`config.mk`:
```
export PLATFORM = sky130hd
export DESIGN_NAME = scan_sequencer
export DESIGN_NICKNAME = d
export VERILOG_FILES = /design/src/rtl/scan_sequencer_pkg.sv /design/src/rtl/scan_sequencer_next_channel.sv /design/src/rtl/scan_sequencer.sv
export SDC_FILE = /design/constraint.sdc
export NUM_CORES = 1
export LEC_CHECK = 0
export BUFFER_PORTS_ARGS = -buffer_cell sky130_fd_sc_hd__buf_2
export CORE_MARGIN = 2
export CORE_UTILIZATION = 40
export CTS_BUF_LIST = sky130_fd_sc_hd__clkbuf_8
export CTS_CLUSTER_SIZE = 12
export DETAILED_ROUTE_END_ITERATION = 7
export GPL_TIMING_DRIVEN = 0
export PLACE_DENSITY_LB_ADDON = 0.05
export SYNTH_ARGS = -nofsm -noshare
export SYNTH_HDL_FRONTEND = slang
export SYNTH_SLANG_ARGS = --single-unit
```
`constraint.sdc`:
```
create_clock -name Clock -period 2.5 [get_ports Clock]
set_input_delay 0.125 -clock Clock [delete_from_list [all_inputs] [get_ports Clock]]
set_output_delay 0.125 -clock Clock [all_outputs]
set_load 0.01 [all_outputs]
```
`src/rtl/scan_sequencer_pkg.sv`:
```
// Shared definitions for the channel scan sequencer: state encoding and
// default select/counter widths.
package scan_sequencer_pkg;

    localparam int SEL_W_DEF = 3;
    localparam int CNT_W_DEF = 16;

    typedef enum logic [1:0] {
        ST_IDLE   = 2'd0,
        ST_ACTIVE = 2'd1,
        ST_BLANK  = 2'd2
    } state_t;

endpackage

```
`src/rtl/scan_sequencer_next_channel.sv`:
```
// Round-robin priority finder: lowest set mask bit above the current index,
// else the lowest set bit overall (a wrap). i_from_start treats the current
// index as "before 0" so the first set bit is chosen without a wrap.
module next_channel #(
    parameter int SEL_W = 3
) (
    input  logic [2**SEL_W-1:0] i_mask,
    input  logic [SEL_W-1:0]    i_cur,
    input  logic                i_from_start,
    output logic [SEL_W-1:0]    o_next,
    output logic                o_wrap,
    output logic                o_none
);

    localparam int NCH = 2**SEL_W;

    logic [SEL_W-1:0] w_hi;
    logic [SEL_W-1:0] w_lo;
    logic             w_hi_found;

    // Scan downwards so the last hit written is the lowest qualifying index.
    always_comb begin
        w_hi       = '0;
        w_lo       = '0;
        w_hi_found = 1'b0;
        for (int i = NCH - 1; i >= 0; i--) begin
            if (i_mask[i]) begin
                w_lo = SEL_W'(i);
                if (i_from_start || (SEL_W'(i) > i_cur)) begin
                    w_hi       = SEL_W'(i);
                    w_hi_found = 1'b1;
                end
            end
        end
    end

    assign o_none = (i_mask == '0);
    assign o_next = w_hi_found ? w_hi : w_lo;
    assign o_wrap = !w_hi_found && !o_none;

endmodule

```
`src/rtl/scan_sequencer.sv`:
```
// Round-robin channel scanner driving a downstream enabled decoder: each
// masked channel is enabled for a dwell time, optionally followed by a gap.
module scan_sequencer
    import scan_sequencer_pkg::*;
#(
    parameter int SEL_W = SEL_W_DEF,
    parameter int CNT_W = CNT_W_DEF
) (
    input  logic                Clock,
    input  logic                Resetn,
    input  logic                Start,
    input  logic                Stop,
    input  logic [2**SEL_W-1:0] Mask,
    input  logic [CNT_W-1:0]    Dwell,
    input  logic [CNT_W-1:0]    Blank,
    output logic [SEL_W-1:0]    w,
    output logic                En,
    output logic                Busy,
    output logic                Wrap
);

    state_t           r_state, w_state_nxt;
    logic [CNT_W-1:0] r_cnt, w_cnt_nxt;
    logic [SEL_W-1:0] r_w, w_w_nxt;
    logic             r_en, w_en_nxt;
    logic             r_busy, w_busy_nxt;
    logic             r_wrap, w_wrap_nxt;

    logic [SEL_W-1:0] w_nc_next;
    logic             w_nc_wrap;
    logic             w_nc_none;
    logic             w_adv;
    logic [CNT_W-1:0] w_dwell_m1;

    assign w_dwell_m1 = (Dwell == '0) ? '0 : Dwell - CNT_W'(1);

    next_channel #(.SEL_W(SEL_W)) u_next (
        .i_mask       (Mask),
        .i_cur        (r_w),
        .i_from_start (r_state == ST_IDLE),
        .o_next       (w_nc_next),
        .o_wrap       (w_nc_wrap),
        .o_none       (w_nc_none)
    );

    always_ff @(posedge Clock or negedge Resetn) begin
        if (!Resetn) r_state <= ST_IDLE;
        else         r_state <= w_state_nxt;
    end

    always_comb begin
        w_state_nxt = r_state;
        w_cnt_nxt   = r_cnt;
        w_w_nxt     = r_w;
        w_en_nxt    = r_en;
        w_busy_nxt  = r_busy;
        w_wrap_nxt  = 1'b0;
        w_adv       = 1'b0;
        case (r_state)
            ST_IDLE: begin
                w_en_nxt   = 1'b0;
                w_busy_nxt = 1'b0;
                if (Start && !w_nc_none) begin
                    w_state_nxt = ST_ACTIVE;
                    w_w_nxt     = w_nc_next;
                    w_cnt_nxt   = w_dwell_m1;
                    w_en_nxt    = 1'b1;
                    w_busy_nxt  = 1'b1;
                end
            end
            ST_ACTIVE: begin
                if (r_cnt != '0) begin
                    w_cnt_nxt = r_cnt - CNT_W'(1);
                end else if (Blank == '0) begin
                    w_adv = 1'b1;
                end else begin
                    w_cnt_nxt   = Blank - CNT_W'(1);
                    w_state_nxt = ST_BLANK;
                    w_en_nxt    = 1'b0;
                end
            end
            ST_BLANK: begin
                if (r_cnt != '0) w_cnt_nxt = r_cnt - CNT_W'(1);
                else             w_adv     = 1'b1;
            end
            default: w_state_nxt = ST_IDLE;
        endcase
        // Mask is only looked at here; an empty mask ends the scan.
        if (w_adv) begin
            if (w_nc_none) begin
                w_state_nxt = ST_IDLE;
                w_cnt_nxt   = '0;
                w_en_nxt    = 1'b0;
                w_busy_nxt  = 1'b0;
            end else begin
                w_state_nxt = ST_ACTIVE;
                w_w_nxt     = w_nc_next;
                w_wrap_nxt  = w_nc_wrap;
                w_cnt_nxt   = w_dwell_m1;
                w_en_nxt    = 1'b1;
            end
        end
        if (Stop) begin
            w_state_nxt = ST_IDLE;
            w_cnt_nxt   = '0;
            w_w_nxt     = r_w;
            w_en_nxt    = 1'b0;
            w_busy_nxt  = 1'b0;
            w_wrap_nxt  = 1'b0;
        end
    end

    always_ff @(posedge Clock or negedge Resetn) begin
        if (!Resetn) begin
            r_cnt  <= '0;
            r_w    <= '0;
            r_en   <= 1'b0;
            r_busy <= 1'b0;
            r_wrap <= 1'b0;
        end else begin
            r_cnt  <= w_cnt_nxt;
            r_w    <= w_w_nxt;
            r_en   <= w_en_nxt;
            r_busy <= w_busy_nxt;
            r_wrap <= w_wrap_nxt;
        end
    end

    assign w    = r_w;
    assign En   = r_en;
    assign Busy = r_busy;
    assign Wrap = r_wrap;

endmodule

```
Yosys cells after proc, flatten, opt, wreduce, memory -nomap -nowiden

Index checks and enable logic that the tools add are counted.

Register bits after elaboration: 24
Logic and storage cells: 126

Add/subtract/negate cells: 3
Order comparisons: 8
Equality and inequality tests: 8
Muxes and demuxes: 79
Reduce and logical (&&, ||, !) cells: 22

Operator list:

| cell                  | number |
|---|---|
| $mux 16               | 8 |
| $mux 3                | 29 |
| $pmux 16 s3           | 1 |
| $sub 16x1->16 const B | 3 |
| $mux 1                | 33 |
| $logic_not 16->1      | 2 |
| $ne 4x4->1 const B    | 4 |
| $reduce_bool 16->1    | 1 |
| $gt 3x3->1 const A    | 4 |
| $mux 2                | 5 |
| $logic_not 8->1       | 1 |
| $logic_or 1x1->1      | 8 |
| $reduce_and 4->1      | 2 |
| $gt 1x3->1 const A    | 2 |
| $gt 2x3->1 const A    | 2 |
| $pmux 2 s3            | 1 |
| $ne 5x5->1 const B    | 1 |
| $reduce_bool 5->1     | 1 |
| $pmux 1 s2            | 2 |
| $reduce_bool 4->1     | 1 |
| $ne 3x3->1 const B    | 1 |
| $reduce_and 3->1      | 1 |
| $eq 2x1->1 const B    | 1 |
| $eq 2x2->1 const B    | 1 |
| 3 further kinds       | 5 |

Logic depth before layout (Yosys ltp)

Depth after elaboration: 23
Mapped depth: 10
Depth with buffers taken out: 8

Modules after synthesis

From an unflattened synthesis, not the netlist that was laid out.

Cells, all modules: 354
Area, all modules: 2747.6 µm²

By module, submodules not included:

| module         | times used | cells each | area each (µm²) | sequential area each (µm²) |
|---|---|---|---|---|
| scan_sequencer | 1          | 303        | 2436.1          | 600.6 |
| next_channel   | 1          | 51         | 311.5           | 0.0 |

Worst setup path after synthesis

No wires, ideal clock.

Kind: register to register
From: reg r_state[1]
To: reg r_cnt[7]
Arrival time: 2.280 ns
Path slack: 0.117 ns
Cell stages (with the launch flop): 9
Path buffers: 0
Cell sequence: dfrtp_1 inv_1 ha_1 nor4b_1 nand4_2 a211oi_4 nor2_2 or4b_1 o41ai_2

Word-level cells in the longest chain between the ends: 4
Elaborated cells on any way between the ends: 12
Classes of those cells: eq/ne (5); mux (4); reduce/logical (3)

Ends and longest elaborated chain:

| element                                                             | RTL line              | source |
|---|---|---|
| from (decl)                                                         | scan_sequencer.sv:22  | `state_t r_state, w_state_nxt;` |
| from (signal assigned)                                              | scan_sequencer.sv:48  | `else r_state <= w_state_nxt;` |
| $eq 2x2->1 (tied with other cells)                                  | scan_sequencer.sv:59  | `case (r_state)` |
| $pmux 1 s2 / $pmux 16 s3 (equally long branches)                    | scan_sequencer.sv:59  |  |
| $ne 5x5->1 (no source line) (tied with other cells)                 | -                     |  |
| $reduce_and 4->1 (no source line) / $mux 16 (equally long branches) | -                     |  |
| to (signal assigned)                                                | scan_sequencer.sv:121 | `r_cnt <= w_cnt_nxt;` |
| to (decl)                                                           | scan_sequencer.sv:23  | `logic [CNT_W-1:0] r_cnt, w_cnt_nxt;` |

Several ways; a longest one is shown, not always the timed one.
A chain may end at the register's enable or synchronous reset.

Worst setup path after layout

From: reg r_cnt[7]
To: reg r_cnt[2]

Word-level cells in the longest chain between the ends: 5
Elaborated cells on any way between the ends: 13
Classes of those cells: eq/ne (3); mux (7); reduce/logical (3)

Ends and longest elaborated chain:

| element                                                             | RTL line                                   | source |
|---|---|---|
| $reduce_bool 16->1 (*)                                              | scan_sequencer.sv:72, scan_sequencer.sv:83 |  |
| $mux 1 (tied with other cells)                                      | scan_sequencer.sv:83                       | `if (r_cnt != '0) w_cnt_nxt = r_cnt - CNT_W'(1);` |
| $pmux 1 s2 / $pmux 16 s3 (equally long branches)                    | scan_sequencer.sv:59                       |  |
| $ne 5x5->1 (no source line) (tied with other cells)                 | -                                          |  |
| $reduce_and 4->1 (no source line) / $mux 16 (equally long branches) | -                                          |  |

Mark *: on every way between the ends. The rest lies on a longest branch, timed or not.

==> impl_results.rst <==
.. list-table::
   :header-rows: 1

   * - Metric
     - Value
   * - Clock tree from TritonCTS
     - done
   * - Global-route wire length before repair
     - approximately 14000 um
   * - Number of vias per cell after detailed routing
     - 6.00
   * - Final non-filler cell area
     - about 3400 um2
   * - Port buffer count
     - 47
   * - Share of async-settable or async-resettable flops after synthesis
     - 1.00
   * - Antenna violations before repair
     - 0
   * - Synthesized instance count
     - 353
   * - Tightest Hold Check Type
     - input pin to flip-flop
   * - Cell Area, Synth
     - about 2800 um2
   * - Commonest cells after routing, fill and taps aside
     - 50 x sky130_fd_sc_hd__buf_2, 33 x sky130_fd_sc_hd__nor2_1, 27 x sky130_fd_sc_hd__a21oi_1
   * - Highest clock rate
     - slightly above 0.4 GHz
   * - Most common flop cell mapped by yosys
     - sky130_fd_sc_hd__dfrtp_1
   * - Via count
     - 3044
   * - Core Area
     - 6790 um2
   * - Status
     - completed
   * - Highest ir drop seen on vdd
     - ~460 uV
   * - Final RePlAce weighted congestion
     - 0.954
   * - Pins Over Slew Limit
     - 0
   * - WHS
     - around 190 ps
   * - Final cell utilization of the core
     - 0.499
   * - Number of diodes added for antenna fixing
     - 0
   * - Synthesis-to-layout area growth
     - 20.5%
   * - Most common cell after layout, fill and taps aside
     - sky130_fd_sc_hd__buf_2
   * - Clk sinks
     - 24
   * - Max-capacitance violation count
     - 0
   * - Post-detailed-route wirelength per cell
     - approximately 18 um
   * - Die outline area
     - 7720 um2
   * - Post-synthesis sequential area ratio
     - 0.213
   * - DRC violation count after routing
     - 0
   * - Share of layout cells above drive strength 1
     - 0.255
   * - Detail Route Antenna Nets
     - 0
   * - Critical path endpoint category
     - flip-flop
   * - Slew at the pin closest to its max-slew limit
     - 646 ps
   * - Nets
     - about 470
   * - Total length of routed wires
     - ~8900 um
   * - Rows
     - 30
   * - Register clock-pin slew on the reported worst setup and hold paths
     - about 90 ps
   * - HPWL reported at the end of detailed placement
     - 7010 um
   * - Final-layout fill cell count
     - 680
   * - Initial Util
     - 0.414
   * - Relative slew margins
     - 0.566
   * - Number of optimization iterations in the first detailed-route pass
     - 5
   * - Leak pwr
     - ~1.4 nW
   * - Final critical-path required period
     - roughly 2500 ps
   * - Number of top-level pins
     - 50
   * - Cts bufs inserted
     - 3
   * - Mean instance size in the synthesized netlist
     - 7.98 um2
   * - Die width
     - approximately 88 um
   * - Category of the critical setup timing path
     - flip-flop to flip-flop
   * - EDFF count, synth
     - 0
   * - Count of state elements after synthesis
     - 24
   * - Global router's overall resource usage
     - 0.236
   * - Req. time, crit path
     - approximately 2700 ps
   * - Total count of hold-check failures in the final report
     - 0
   * - Vertical die dimension
     - between 80 and 90 um
   * - Maximum buffer depth of the clock tree
     - 2
   * - Root buf cell
     - sky130_fd_sc_hd__clkbuf_8
   * - Number of H-tree branching levels
     - 1
   * - Number of distinct library cell variants in the gate-level netlist after synthesis
     - a little under 70
   * - Clock tree skew after final layout
     - around 4.9 ps
   * - Total power per unit cell area
     - 997 nW/um2
   * - Insertion delay of the later-clocked pin in the worst-skew pair
     - between 200 and 300 ps
   * - Net count after synthesis
     - approximately 410
   * - CP startpoint kind
     - flip-flop
   * - Post-Place Cell Area
     - 3170 um2
   * - Tcrit/Tclk final
     - 0.984
   * - Data arrival, critical path
     - approximately 2600 ps
   * - Crit-path max FO
     - 10
   * - Vias in the first global route
     - around 2800
   * - Global route overflow
     - 0
   * - Warnings, synthesis
     - 0
   * - Setup violators final
     - 0
   * - Largest net degree at the start of global routing
     - 25
   * - DRC violation total after the first TritonRoute iteration
     - roughly 160
## stage by stage
step	TNS [ps]	cells	setup slack, ps	power, mW
CTS	0	502	11.2	3.21
global placement	-5970	496	-450	2.86
finish	0	507	41.1	3.38
floorplan	0	353	117	2.29
global route	-17.3	507	-17.3	3.64
detailed placement	-6230	496	-477	2.86
## synth_stat cells, drive strengths merged (3+ instances only)
cell type  number  area share
nor2           36       0.050
a21oi          29       0.056
dfrtp          24        0.21
nand2          24       0.032
inv            19       0.025
o21ai          19       0.034
xnor2          18       0.056
nor3           17       0.034
nor4           12       0.044
xor2           12       0.037
a221o          10       0.037
ha              9       0.040
or4             9       0.025
a31oi           7       0.016
buf             7       0.014
nand3           7       0.012
nand4           7       0.020
or3             7       0.016
o22ai           6       0.013
a22oi           5       0.013
a211oi          4       0.015
mux2            4       0.016
nand2b          4      0.0089
o31ai           4       0.011
a21o            3      0.0080
a22o            3      0.0093
clkbuf          3      0.0040
mux2i           3       0.011
nand3b          3      0.0080
nand4b          3      0.0093
o2111ai         3      0.0093
o211ai          3       0.015
## routing by layer
layer  global-route usage  vias up  share of wire
met1                0.302     1444           0.44
met5                    0        -              0
met3               0.0320        9          0.057
met4               0.0615        0         0.0095
li1                     -     1474              -
met2                0.419      117           0.49
## path summary, 6_finish.rpt
path / startpoint / end / slack [ps] / cells after the start
min: Stop / Wrap / 190 / 2
max reg2reg: r_cnt[7] / r_cnt[2] / 40 / 8
min reg2reg: Busy / Busy / 540 / 2
max in group asynchronous: Resetn / r_state[0] / 1700 / 2
min in group asynchronous: Resetn / r_state[0] / 380 / 2
max: r_cnt[7] / r_cnt[2] / 40 / 8
## worst max-delay path, stage by stage (launching register included)
cell	delay (ps)
sky130_fd_sc_hd__dfrtp_1	470
sky130_fd_sc_hd__nor4_4	450
sky130_fd_sc_hd__and4_1	280
sky130_fd_sc_hd__buf_6	150
sky130_fd_sc_hd__o211ai_4	130
sky130_fd_sc_hd__a21oi_4	250
sky130_fd_sc_hd__nor3_4	80
sky130_fd_sc_hd__buf_6	160
sky130_fd_sc_hd__a221o_1	360
## kinds of logic (layout without fill, tap and decap cells)
family	after synthesis	after routing	synth area share
AND/OR/NAND/NOR	144	144	0.302
flip-flops	24	24	0.213
AO/OA/AOI/OAI	110	110	0.281
buffers and inverters	29	87	0.0436
multiplexers	7	7	0.0267
adder cells (fa/ha/maj)	9	9	0.0400
XOR/XNOR	30	30	0.0933
## power breakdown
group | leakage, nW | switching [mW] | total, mW | internal, mW
sequential | 0.318 | 0.207 | 0.728 | 0.521
clock | 0.0216 | 0.137 | 0.245 | 0.108
combinational | 1.01 | 1.42 | 2.41 | 0.993
## registers in the layout, summed over array words and instances (netlist names)
register  cells
r_state       2
Wrap          1
Busy          1
r_cnt        16
En            1
w             3
## repair_timing
action | CTS | global route
endpoints found under the hold margin | 24 | 0
buffers inserted | 2 | 5
gates resized for setup | 15 | 17
hold buffers | 1 | 0
setup endpoints to repair | 23 | 20
pin swaps | 2 | 7
## final cells by class
type,instances,area (um2),area share
multi-input cells,300,2200,0.647
flip-flops and latches,24,602,0.177
repair buffers,55,298,0.0878
well taps,96,120,0.0354
inverters,19,71.3,0.0210
plain buffers,10,63.8,0.0188
clock buffers,3,41.3,0.0122
(Power assumes the default switching activity.)
